## src/rtl/bus_arbiter_pkg.sv

```systemverilog
// Shared types and constants for the IF/MEM memory-bus arbiter.
// Bus widths follow the pipeline's instruction-address and register buses.
package bus_arbiter_pkg;

  localparam int RegBusW      = 32;
  localparam int InstAddrBusW = 32;

  typedef enum logic [1:0] {
    BUS_IDLE = 2'd0,
    BUS_IF   = 2'd1,
    BUS_MEM  = 2'd2
  } bus_state_e;

  // Stall vector bits: 0 pc, 1 if, 2 id, 3 ex, 4 mem, 5 wb
  localparam logic [5:0] StallNone = 6'b000000;
  localparam logic [5:0] StallIf   = 6'b000111;
  localparam logic [5:0] StallMem  = 6'b011111;

  function automatic logic [5:0] stall_vec(input logic mem_wait, input logic if_wait);
    if (mem_wait) return StallMem;
    if (if_wait)  return StallIf;
    return StallNone;
  endfunction

endpackage

```

## src/rtl/bus_timeout_cnt.sv

```systemverilog
// Saturating busy-cycle counter; o_expired is high while the count sits at TIMEOUT.
// Cleared while the arbiter is idle so each transaction starts counting from zero.
module bus_timeout_cnt
  import bus_arbiter_pkg::*;
#(
  parameter int TIMEOUT = 255,
  parameter int CNT_W   = 8
) (
  input  logic clk,
  input  logic rst,
  input  logic i_clr,
  input  logic i_en,
  output logic o_expired
);

  localparam logic [CNT_W-1:0] Limit = CNT_W'(TIMEOUT);

  logic [CNT_W-1:0] r_cnt;

  always_ff @(posedge clk or negedge rst) begin
    if (!rst) begin
      r_cnt <= '0;
    end else if (i_clr) begin
      r_cnt <= '0;
    end else if (i_en && (r_cnt != Limit)) begin
      r_cnt <= r_cnt + CNT_W'(1);
    end
  end

  assign o_expired = (r_cnt == Limit);

endmodule

```

## src/rtl/bus_arbiter.sv

```systemverilog
// Serialises IF fetches and MEM load/stores onto one single-port memory bus
// and stalls the pipeline while a requester waits for its transaction.
//
// state    | meaning
// BUS_IDLE | no transaction on the bus; accept MEM first, then IF
// BUS_IF   | instruction fetch in flight, bus outputs held
// BUS_MEM  | load/store in flight, bus outputs held
module bus_arbiter
  import bus_arbiter_pkg::*;
#(
  parameter int ADDR_W  = InstAddrBusW,
  parameter int DATA_W  = RegBusW,
  parameter int TIMEOUT = 255,
  parameter int CNT_W   = 8
) (
  input  logic              clk,
  input  logic              rst,
  input  logic              if_ce_i,
  input  logic [ADDR_W-1:0] if_addr_i,
  output logic [DATA_W-1:0] if_inst_o,
  input  logic              flush_i,
  input  logic              mem_ce_i,
  input  logic              mem_we_i,
  input  logic [ADDR_W-1:0] mem_addr_i,
  input  logic [3:0]        mem_sel_i,
  input  logic [DATA_W-1:0] mem_wdata_i,
  output logic [DATA_W-1:0] mem_rdata_o,
  output logic [5:0]        stall_o,
  output logic              bus_req_o,
  output logic              bus_we_o,
  output logic [ADDR_W-1:0] bus_addr_o,
  output logic [3:0]        bus_sel_o,
  output logic [DATA_W-1:0] bus_wdata_o,
  input  logic [DATA_W-1:0] bus_rdata_i,
  input  logic              bus_ack_i,
  output logic              bus_err_o
);

  bus_state_e        r_state;
  bus_state_e        w_state_nxt;
  logic              w_start_mem;
  logic              w_start_if;
  logic              w_complete;
  logic              w_expired;
  logic              w_discard;
  logic              w_cnt_clr;
  logic              w_cnt_en;
  logic              w_mem_wait;
  logic              w_if_wait;
  logic [DATA_W-1:0] w_rdata;

  logic              r_mem_done;
  logic              r_if_done;
  logic              r_discard;
  logic              r_bus_req;
  logic              r_bus_err;
  logic              r_bus_we;
  logic [ADDR_W-1:0] r_bus_addr;
  logic [3:0]        r_bus_sel;
  logic [DATA_W-1:0] r_bus_wdata;
  logic [DATA_W-1:0] r_if_inst;
  logic [DATA_W-1:0] r_mem_rdata;

  assign w_cnt_clr = (r_state == BUS_IDLE);
  assign w_cnt_en  = (r_state != BUS_IDLE);

  bus_timeout_cnt #(
    .TIMEOUT (TIMEOUT),
    .CNT_W   (CNT_W)
  ) u_timeout (
    .clk       (clk),
    .rst       (rst),
    .i_clr     (w_cnt_clr),
    .i_en      (w_cnt_en),
    .o_expired (w_expired)
  );

  assign w_mem_wait = mem_ce_i && !r_mem_done;
  assign w_if_wait  = if_ce_i && !r_if_done;
  // A flush in the completing cycle must also suppress the fetched word.
  assign w_discard  = r_discard || flush_i;
  assign w_rdata    = bus_ack_i ? bus_rdata_i : '0;

  always_comb begin
    w_state_nxt = r_state;
    w_start_mem = 1'b0;
    w_start_if  = 1'b0;
    w_complete  = 1'b0;
    case (r_state)
      BUS_IDLE: begin
        if (w_mem_wait) begin
          w_start_mem = 1'b1;
          w_state_nxt = BUS_MEM;
        end else if (w_if_wait) begin
          w_start_if  = 1'b1;
          w_state_nxt = BUS_IF;
        end
      end
      BUS_IF, BUS_MEM: begin
        if (bus_ack_i || w_expired) begin
          w_complete  = 1'b1;
          w_state_nxt = BUS_IDLE;
        end
      end
      default: w_state_nxt = BUS_IDLE;
    endcase
  end

  always_ff @(posedge clk or negedge rst) begin
    if (!rst) begin
      r_state    <= BUS_IDLE;
      r_bus_req  <= 1'b0;
      r_mem_done <= 1'b0;
      r_if_done  <= 1'b0;
      r_discard  <= 1'b0;
      r_bus_err  <= 1'b0;
    end else begin
      r_state    <= w_state_nxt;
      r_mem_done <= w_complete && (r_state == BUS_MEM);
      r_if_done  <= w_complete && (r_state == BUS_IF) && !w_discard;
      if (w_start_mem || w_start_if) begin
        r_bus_req <= 1'b1;
      end else if (w_complete) begin
        r_bus_req <= 1'b0;
      end
      if (w_complete) begin
        r_discard <= 1'b0;
      end else if ((r_state == BUS_IF) && flush_i) begin
        r_discard <= 1'b1;
      end
      if (w_complete && !bus_ack_i) begin
        r_bus_err <= 1'b1;
      end
    end
  end

  always_ff @(posedge clk or negedge rst) begin
    if (!rst) begin
      r_bus_we    <= 1'b0;
      r_bus_addr  <= '0;
      r_bus_sel   <= 4'h0;
      r_bus_wdata <= '0;
    end else if (w_start_mem) begin
      r_bus_we    <= mem_we_i;
      r_bus_addr  <= mem_addr_i;
      r_bus_sel   <= mem_sel_i;
      r_bus_wdata <= mem_wdata_i;
    end else if (w_start_if) begin
      r_bus_we    <= 1'b0;
      r_bus_addr  <= if_addr_i;
      r_bus_sel   <= 4'hF;
    end
  end

  always_ff @(posedge clk or negedge rst) begin
    if (!rst) begin
      r_if_inst   <= '0;
      r_mem_rdata <= '0;
    end else if (w_complete) begin
      if (r_state == BUS_MEM) begin
        r_mem_rdata <= w_rdata;
      end else if (!w_discard) begin
        r_if_inst <= w_rdata;
      end
    end
  end

  assign stall_o     = stall_vec(w_mem_wait, w_if_wait);
  assign bus_req_o   = r_bus_req;
  assign bus_we_o    = r_bus_we;
  assign bus_addr_o  = r_bus_addr;
  assign bus_sel_o   = r_bus_sel;
  assign bus_wdata_o = r_bus_wdata;
  assign bus_err_o   = r_bus_err;
  assign if_inst_o   = r_if_inst;
  assign mem_rdata_o = r_mem_rdata;

endmodule

```

## config.mk

```make
export PLATFORM = sky130hd
export DESIGN_NAME = bus_arbiter
export DESIGN_NICKNAME = d
export VERILOG_FILES = /design/src/rtl/bus_arbiter_pkg.sv /design/src/rtl/bus_timeout_cnt.sv /design/src/rtl/bus_arbiter.sv
export SDC_FILE = /design/constraint.sdc
export NUM_CORES = 1
export LEC_CHECK = 0
export ABC_AREA = 1
export BUFFER_PORTS_ARGS = -buffer_cell sky130_fd_sc_hd__clkbuf_2
export CORE_MARGIN = 2
export CORE_UTILIZATION = 44
export CTS_CLUSTER_DIAMETER = 150
export DETAILED_ROUTE_END_ITERATION = 8
export PLACE_DENSITY = 0.77
export SKIP_LAST_GASP = 1
export SLEW_MARGIN = 20
export SYNTH_ARGS = -nofsm -noshare
export SYNTH_HDL_FRONTEND = slang
export SYNTH_HIERARCHICAL = 1
export SYNTH_SLANG_ARGS = --single-unit
```

## constraint.sdc

```tcl
create_clock -name clk -period 1.52 [get_ports clk]
set_input_delay 0.152 -clock clk [delete_from_list [all_inputs] [get_ports clk]]
set_output_delay 0.152 -clock clk [all_outputs]
set_load 0.03 [all_outputs]
```

==> qor.txt, run 1 <==
R2R Path Start: u_timeout/r_cnt[0]$_DFFE_PN0P_
TritonRoute pass-1 iters: 5
Via count: 6758
GR Layer Usage met1: 28.4%
Worst Slack Setup Final: -0.0124 ns
Post-DR vias/cell: 4.83
RSZ-0062 raised after global routing: yes
Cell Area, Synth: 6790 sq um
Root Buffer: clkbuf_16
Rel. slew slack: 66.2%
Avg Inst Size Synth: 7.84 sq um
Initial antenna violation count: 1
Critical path startpoint category: flip-flop
HP Class: input port to flip-flop
Synth area leader: dfrtp_1
Clock transition at the registers of the reported paths: 0.06 ns
Critical Path RT: 1.81 ns
Num CTS Buffers: 17
Slew @ Worst Pin: 0.507 ns
Die area: 16500 sq um
Starting Density: 44.9%
Worst path bufs/invs: 3
Tcrit/Tclk final: 101%
Die W: 128 um
MaxCap Viol Count: 0
DRC Markers: 0
Fin nets: 1341
Top cells by area, synth: dfrtp_1 (55%), nand2_1 (27%), nand4_1 (3.1%)
Critical path's top delay family: flip-flops
Area grow syn2layout: 41.6%
Failing checks: setup timing
Mapped Nets: 1010
Wirelength per Cell: 14.6 um
Status: finished, violations left
DRT antenna net count: 0
Met2 usage: 42.6%
Static Leak: 5.83 nW
# setup viols final: 17
# clock sinks: 148
Final max-slew violation count: 0
PD cells: 2080 nW/um^2
Fin. Hold Viols: 0
Layout cell share with drive strength beyond 1: 31.4%
Filler cells: 1280
Worst path cell trace: ha_2 -> nand2_2 -> nor2_4 -> nand2_4 -> inv_2 -> o21ai_4 -> inv_4 -> buf_4 -> nand3_1 -> nand2_1
Crit path max fanout: 9
Slowest cell on crit path: dfrtp_1
Final worst clock skew: 0.00978 ns
Post-Syn Instances: 867
Crit-path max cell delay: 0.38 ns
DRT Wirelength: 20.4 mm
Critical path data arrival time: 1.83 ns
CTS tree: yes
Worst-Skew Late Latency: 0.41 ns
Unique cell type count in the Yosys netlist: 28
Post-synth top area share: 54.5%
Max IR drop VDD: 0.963 mV
Ys Warns: 6
Max Buffers Root-to-Sink: 2
Crit end category: flip-flop
IO Port Bufs: 278
GR peak layer: met2
GRT Resource Usage Total: 24.9%
DP HPWL: 14.2 mm
Final Wtd Congestion: 0.846
Worst setup path startpoint: u_timeout/r_cnt[0]$_DFFE_PN0P_
Met3 Resource Use GR: 7.89%
Ant. Diodes: 0
1st-iter DRT viols: 348
# rows: 45
Chip height: 128 um
GR Overflow Total: 0
I/O pin cnt: 280
H-tree levels: 4
FF+latch count, synth: 148
Largest net degree at the start of global routing: 49
Crit Path Category: flip-flop to flip-flop
HP Start: flush_i
Fin Setup TNS: -0.0749 ns
Achievable Freq: 653 MHz
Power consumption: 20.0 mW
Number of global-route vias before repair: 6539
Register area share after synthesis: 54.5%
Period minus WS final: 1.53 ns
First-pass GRT wire length: 32.2 mm
CORE AREA: 15100 sq um
placed cells by master (no fill, tap or decap), drive strengths merged, types with 4 or more instances in the layout:
master	netlist	layout
clkinvlp	0	5
clkbuf	10	300
nand3	41	41
inv	57	59
ha	4	4
nand4	34	34
dlygate4sd3	0	38
a21oi	7	7
buf	42	48
nor2	20	20
clkinv	2	5
nand2	493	493
o21ai	4	4
dfrtp	148	148
cell type report:
class                           instances  area [sq um]  area share [%]
Inverter                               59           229            2.38
Sequential cell                       148          3700            38.5
Timing Repair Buffer                  364          2320            24.2
Clock inverter                         10          73.8           0.767
Multi-Input combinational cell        608          2580            26.8
Clock buffer                           22           474            4.93
Tap cell                              188           235            2.44
synthesized netlist by cell type:
| cell | instances |
|---|---|
| nand4_1 | 34 |
| dfrtp_1 | 148 |
| o21ai_4 | 1 |
| o21ai_1 | 2 |
| clkinv_4 | 1 |
| ha_1 | 4 |
| clkinv_1 | 1 |
| nor2_2 | 2 |
| xor2_1 | 1 |
| conb_1 | 1 |
| buf_6 | 8 |
| o21bai_1 | 1 |
| nand3_2 | 1 |
| nand3_1 | 40 |
| nand2_2 | 4 |
| nor3_1 | 2 |
| nor2_4 | 2 |
| buf_2 | 22 |
| nand2_4 | 3 |
| clkbuf_1 | 10 |
| inv_1 | 53 |
| inv_2 | 4 |
| buf_1 | 3 |
| buf_4 | 9 |
| nor2_1 | 16 |
| o21ai_0 | 1 |
| a21oi_1 | 7 |
| nand2_1 | 486 |
final timing paths:
kind                                               end  slack (ns)  cells after the start
setup / recovery              if_inst_o[6]$_DFFE_PN0P_       -0.01                     10
hold / removal                   r_discard$_DFFE_PN0P_        0.03                      3
setup reg to reg              if_inst_o[6]$_DFFE_PN0P_       -0.01                     10
hold reg to reg             mem_rdata_o[6]$_DFFE_PN0P_        0.47                      2
max in group asynchronous   bus_addr_o[27]$_DFFE_PN0P_        0.68                      3
min in group asynchronous  mem_rdata_o[26]$_DFFE_PN0P_        0.25                      2
power by group:
group	internal [mW]	switching [mW]
Combinational	2.93	6.80
Clock	2.22	1.65
Sequential	5.51	0.923
Total	10.7	9.37
through the flow:
step,std cells,hold WS (ns),cell area (sq um),setup slack (ns),util [%]
3_5_place_dp,1324,0.138,8580,-0.0512,56.7
3_3_place_gp,1324,0.136,8580,0.00521,56.7
6_report,1399,0.0258,9620,-0.0124,63.5
4_1_cts,1396,0.00362,9550,-0.0354,63.1
5_1_grt,1399,0.0181,9620,-0.136,63.5
2_1_floorplan,867,-0.144,6800,0.00198,-
flip-flops by register name (all words and copies together), names as in the netlist:
| register | cells |
|---|---|
| if_inst_o | 32 |
| u_timeout/r_cnt | 8 |
| r_mem_done | 1 |
| bus_err_o | 1 |
| r_if_done | 1 |
| bus_wdata_o | 32 |
| r_state | 2 |
| bus_sel_o | 4 |
| r_discard | 1 |
| bus_we_o | 1 |
| mem_rdata_o | 32 |
| bus_addr_o | 32 |
| bus_req_o | 1 |
worst reg2reg max path, cell delays in order (launching register included):
cell and delay [ns]:
dfrtp_1 0.38, ha_2 0.19, nand2_2 0.09, nor2_4 0.05, nand2_4 0.06, inv_2 0.05, o21ai_4 0.19, inv_4 0.09
buf_4 0.18, nand3_1 0.07, nand2_1 0.07
layer usage:
metal	share of wire, %	up-vias	wire length, um
met5	0.059	-	12
met4	3.2	2	652
met3	8.2	61	1680
met2	50	273	10100
met1	39	3108	7950
li1	-	3314	-
cell families (layout without fill, tap and decap cells):
logic type | after synthesis | count (layout) | share of synthesized area, %
xor gates and xnor gates | 1 | 1 | 0.129
AOI/OAI and AO/OA | 12 | 12 | 1.09
adders and majority gates | 4 | 4 | 0.737
and+or+nand+nor | 590 | 590 | 35.5
DFF | 148 | 148 | 54.5
buffers and inverters | 111 | 455 | 7.99
other | 1 | 1 | 0.0552
timing repair:
action | 4_1_cts | 5_1_grt
gates cloned | 0 | 1
hold endpoints to repair | 78 | 0
buffers inserted | 2 | 2
hold buffers | 38 | 0
setup endpoints to repair | 104 | 131
resized for setup | 8 | 9
(Power assumes the default switching activity.)
==> inputs of run 2 (changes only) <==
ABC_AREA = default   (was 1)
CORE_UTILIZATION = 43   (was 44)
PLACE_DENSITY = 0.76   (was 0.77)
==> run 2 against run 1 <==
Global-route usage fell by 1.1 points. Die area fell by 1.8%. Setup slack got worse by 0.52 ns. Cell area rose by 7.6%. Clock skew rose by 0.0052 ns. First-iteration DRC count fell by 34%. Worst hold slack improved by 0.015 ns. The run still ends with setup timing left. Flip-flop and latch count did not move.
==> qor.txt, run 2 <==
PD cells: 2250 nW/um^2
DRC Markers: 0
Top_reg_cell synth: dfrtp_1
Largest net degree at the start of global routing: 42
Initial antenna violation count: 1
Num CTS Buffers: 17
# rows: 44
Crit path max fanout: 24
Sw frac: 40.8%
Final design utilization: 70.7%
Static Leak: 5.47 nW
Tcrit/Tclk final: 135%
Largest family of logic cells by synthesized area: multiplexers
Layout cell share with drive strength beyond 1: 68.1%
Post-Syn Instances: 441
Flop pwr share: 29.9%
Area of the multi-input gates: 3040 sq um
Post-synth EDFFs: 0
Max Buffers Root-to-Sink: 2
Max IR drop VDD: 1.32 mV
Adder-cell share of the synthesized area: 0.768%
Die W: 127 um
Starting Density: 44.5%
Mux contribution to synthesized area: 29.9%
FF+latch count, synth: 148
# setup viols final: 105
Crit Path Category: flip-flop to flip-flop
HP Class: input port to flip-flop
Ant. Diodes: 0
Non-filler cells, final: 1016
RSZ-0062 raised after global routing: yes
Wirelength per Cell: 19.0 um
Crit-path max cell delay: 0.46 ns
Post-DR vias/cell: 5.05
Clk network pwr share: 16.6%
Area grow syn2layout: 58.9%
Fin. Hold Viols: 0
Chip height: 127 um
Ys Warns: 6
Cell Area, Synth: 6510 sq um
Top cells by area, synth: dfrtp_1 (57%), mux2_2 (23%), mux2_4 (7.1%)
H-tree levels: 4
Period minus WS final: 2.05 ns
Commonest non-fill, non-tap cell in the layout: clkbuf_2
MaxCap Viol Count: 0
Fin nets: 965
Status: finished, violations left
Post-synth top area share: 56.8%
Die area: 16200 sq um
Worst path cell trace: ha_2 -> and4_4 -> and2_4 -> o21ai_2 -> or4_4 -> buf_12 -> mux2_4
Placed cell area: 8620 sq um
Unique cell type count in the Yosys netlist: 41
Top-count cell post-synth: dfrtp_1
Xor/xnor share of the synthesized area: 0%
Top cells by count, synth: dfrtp_1 (148), mux2_2 (131), and2_1 (33)
Sw Pwr: 9.49 mW
Post-synth ARST share: 100%
Root Buffer: clkbuf_16
R2R setup slack: -0.53 ns
Worst-Skew Late Latency: 0.42 ns
Critical path data arrival time: 2.36 ns
Mapped Nets: 584
Internal power: 13.8 mW
TritonRoute pass-1 iters: 4
Final Instance Area: 10300 sq um
Register Area: 3700 sq um
CORE AREA: 14600 sq um
First-pass GRT wire length: 29.6 mm
Achievable Freq: 487 MHz
GR Overflow Total: 0
Synth Area in Simple Gates: 6.07%
Failing checks: setup timing
Synth Area in Compound Gates: 2.94%
Clock transition at the registers of the reported paths: 0.06 ns
Final worst clock skew: 0.0150 ns
DRT antenna net count: 0
# clock sinks: 148
Slowest cell on crit path: or4_4
Critical path startpoint category: flip-flop
Crit end category: flip-flop
Via count: 5129
Fin Setup TNS: -34.63 ns
DP HPWL: 12.4 mm
# placed instances: 923
Avg Inst Size Synth: 14.8 sq um
GRT Resource Usage Total: 23.7%
Final max-slew violation count: 0
1st-iter DRT viols: 230
Number of global-route vias before repair: 5767
Most frequent cells in the layout: clkbuf_2 (272), dfrtp_1 (148), mux2_4 (118), mux2_2 (44), dlygate4sd3_1 (37)
DRT Wirelength: 19.4 mm
IO Port Bufs: 278
Final Wtd Congestion: 0.770
Worst Slack Setup Final: -0.535 ns
Register area share after synthesis: 56.8%
I/O pin cnt: 280
Critical Path RT: 1.82 ns
Filler cells: 957
CTS tree: yes
Synth area leader: dfrtp_1
Gate power share: 53.5%
## run 2: cell count changes after synthesis, moves of 7 or more
cell     change
nand2_1    -480
mux2_2     +131
inv_1       -47
nand3_1     -36
and2_1      +33
nand4_1     -32
mux2_4      +31
nor2_1      -14
buf_2       -11
buf_6        -7
## run 2: layout make-up
| class | count | share of cell area, % |
|---|---|---|
| Timing Repair Buffer | 389 | 27.2 |
| Clock buffer | 20 | 4.32 |
| Inverter | 7 | 0.326 |
| Clock inverter | 9 | 0.810 |
| Multi-Input combinational cell | 259 | 29.4 |
| Tap cell | 184 | 2.22 |
| Sequential cell | 148 | 35.8 |
## run 2: logic make-up (layout without fill, tap and decap cells)
family,count (synthesis),after routing
compound gates,27,27
flops,148,148
mux,163,163
simple gates,64,64
fa+ha+maj,4,4
buf+inv,34,425
other cells,1,1
## run 2: worst max-delay path, delay by kind of cell (launching register included)
kind / cells / cell delay (ns)
simple gates: 3 / 0.82
flops: 1 / 0.35
mux: 1 / 0.31
buf+inv: 1 / 0.20
fa+ha+maj: 1 / 0.18
compound gates: 1 / 0.06
## run 2: path summary, 6_finish.rpt
check                                                   end                      startpoint  cells past startpoint
worst max-delay path               if_inst_o[8]$_DFFE_PN0P_  u_timeout/r_cnt[1]$_DFFE_PN0P_                      7
max in group asynchronous         if_inst_o[14]$_DFFE_PN0P_                             rst                      3
min in group asynchronous       mem_rdata_o[27]$_DFFE_PN0P_                             rst                      2
worst min-delay path               bus_sel_o[2]$_DFFE_PN0P_                    mem_sel_i[2]                      2
worst max register to register     if_inst_o[8]$_DFFE_PN0P_  u_timeout/r_cnt[1]$_DFFE_PN0P_                      7
worst min register to register        bus_err_o$_DFFE_PN0P_           bus_err_o$_DFFE_PN0P_                      1
## run 2: power groups by stage
stage	clock network [mW]	registers (mW)	logic (mW)
finish	3.86	6.96	12.5
global route	4.12	7.16	13.0
CTS	3.92	6.87	12.2
detailed placement	0	6.87	10.7
global placement	0	6.82	10.4
floorplan	0	10.2	3.98
## run 2: what timing repair did
action                                  in CTS  in global routing
hold buffers                                37                  0
pin swaps                                    3                 13
gates cloned                                10                  2
setup buffers                               19                  5
endpoints found under the setup margin     132                149
endpoints found under the hold margin      138                  0
gates resized for setup                     61                 48
## run 2: metrics by stage
stage / total power [mW] / hold WS, ns / setup WS [ns]
after floorplan: 14.2 / -0.144 / -0.640
after global placement: 17.2 / 0.0757 / -0.524
after detailed placement: 17.6 / 0.0813 / -0.565
after CTS: 23.0 / 0.0101 / -0.543
after global routing: 24.3 / 0.00753 / -0.598
final: 23.3 / 0.0406 / -0.535
## run 2: per-layer routing
metal  global-route usage, %  wire length [um]
met1                    26.5              7450
met2                    41.9              9960
met3                    7.20              1330
met4                    10.5               597
met5                       0                13
==> inputs of run 3 (changes only) <==
CAP_MARGIN = 5   (was default)
CORE_UTILIZATION = 52   (was 43)
PLACE_DENSITY = 0.85   (was 0.76)
clock period = 2.4 ns   (was 1.52 ns; I/O delays follow)
==> run 3 against run 2 <==
The run now ends clean. Global-route usage increased by 0.36 points. Clock power fell by 28%. Via count is 10% lower. Utilization grew 1.4 points. Critical path type unchanged. Critical endpoint is now if_inst_o[23]$_DFFE_PN0P_. Largest power group unchanged. Highest routed layer is now met4.
==> qor.txt, run 3 (synthesized netlist as in run 2, its figures left out) <==
Status: finished clean
Wirelength per Cell: 17.5 um
TritonRoute pass-1 iters: 6
Crit Path Category: flip-flop to flip-flop
Chip height: 116 um
GRT Resource Usage Total: 24.1%
Num CTS Buffers: 17
Crit path max fanout: 32
MaxCap Viol Count: 0
Commonest non-fill, non-tap cell in the layout: clkbuf_2
Number of global-route vias before repair: 4933
DRT antenna net count: 0
1st-iter DRT viols: 253
Die area: 13400 sq um
Area grow syn2layout: 33.9%
Final worst clock skew: 0.00863 ns
Max IR drop VDD: 0.844 mV
Ant. Diodes: 0
GR Overflow Total: 0
Starting Density: 53.8%
Crit end category: flip-flop
Final max-slew violation count: 0
CORE AREA: 12100 sq um
Clock transition at the registers of the reported paths: 0.06 ns
PD cells: 1520 nW/um^2
Tcrit/Tclk final: 95.0%
Fin. Hold Viols: 0
Layout cell share with drive strength beyond 1: 66.7%
Post-DR vias/cell: 5.09
# placed instances: 871
IO Port Bufs: 278
Final Wtd Congestion: 0.921
Static Leak: 4.51 nW
Via count: 4611
Root Buffer: clkbuf_16
First-pass GRT wire length: 24.7 mm
# clock sinks: 148
Hold slack final: 0.0251 ns
Critical path startpoint category: flip-flop
Slew @ Worst Pin: 0.549 ns
Max Buffers Root-to-Sink: 2
Non-filler cells, final: 906
Fin Setup TNS: 0 ns
DP HPWL: 12.0 mm
CTS tree: yes
Worst-Skew Late Latency: 0.41 ns
Most frequent cells in the layout: clkbuf_2 (277), dfrtp_1 (148), mux2_2 (131), and2_1 (33), mux2_4 (31)
H-tree levels: 4
Period minus WS final: 2.28 ns
# rows: 40
Largest net degree at the start of global routing: 98
HP Class: input port to flip-flop
Die W: 116 um
# setup viols final: 0
I/O pin cnt: 280
RSZ-0062 raised after global routing: no
DRC Markers: 0
Rel. slew slack: 63.4%
DRT Wirelength: 15.9 mm
Critical path data arrival time: 2.58 ns
Achievable Freq: 439 MHz
Fin nets: 868
Critical Path RT: 2.70 ns
Initial antenna violation count: 0
## run 3: area by class of cell
class	instances	area [sq um]
Sequential cell	148	3700
Multi-Input combinational cell	259	2610
Timing Repair Buffer	292	1560
Inverter	7	26.3
Clock buffer	20	447
Tap cell	168	210
Clock inverter	12	178
Fill cell	812	3390
## run 3: timing repair
action                                  CTS  global route
endpoints found under the hold margin    25             0
endpoints found under the setup margin    0            32
hold buffers                              1             0
buffers inserted                          0             2
resized for setup                         0             1
## run 3: critical path, stage by stage, from the launching register on
cell and delay [ns]:
dfrtp_1 0.38, ha_2 0.24, and4_4 0.27, and2_2 0.20
o21ai_2 0.08, or4_4 0.44, buf_12 0.21, mux2_4 0.33
## run 3: path summary, 6_finish.rpt
kind	start	to	depth (start not counted)	slack (ns)
setup / recovery	u_timeout/r_cnt[1]$_DFFE_PN0P_	if_inst_o[23]$_DFFE_PN0P_	7	0.12
hold / removal	flush_i	r_if_done$_DFF_PN0_	2	0.03
setup reg to reg	u_timeout/r_cnt[1]$_DFFE_PN0P_	if_inst_o[23]$_DFFE_PN0P_	7	0.12
hold reg to reg	r_discard$_DFFE_PN0P_	r_if_done$_DFF_PN0_	1	0.47
max in group asynchronous	rst	u_timeout/r_cnt[0]$_DFFE_PN0P_	3	1.31
min in group asynchronous	rst	bus_addr_o[13]$_DFFE_PN0P_	2	0.27
## run 3: power breakdown
part / internal, mW / total, mW / switching, mW
combinational: 2.35 / 6.13 / 3.78
sequential: 3.66 / 4.34 / 0.681
clock: 1.77 / 2.79 / 1.02
total: 7.78 / 13.3 / 5.48
## run 3: routing by layer
metal  GRT usage [%]  vias up  wire [um]  share of wire (%)
li1                -     2120          -                  -
met1            28.0     2290       6210                 39
met2            41.6      177       8200                 52
met3            7.69       24       1150                7.2
met4            9.68        0        320                2.0
met5               0        -          0                  0
## run 3: per-stage QoR
step	worst slack, ns	power, mW	util, %	cell area (sq um)
after floorplan	0.200	8.61	-	6520
after global placement	0.181	10.3	66.7	8070
after detailed placement	0.0523	10.5	66.7	8070
after CTS	0.0557	13.4	71.9	8710
after global routing	0.0445	13.9	72.0	8720
final	0.120	13.3	72.0	8720
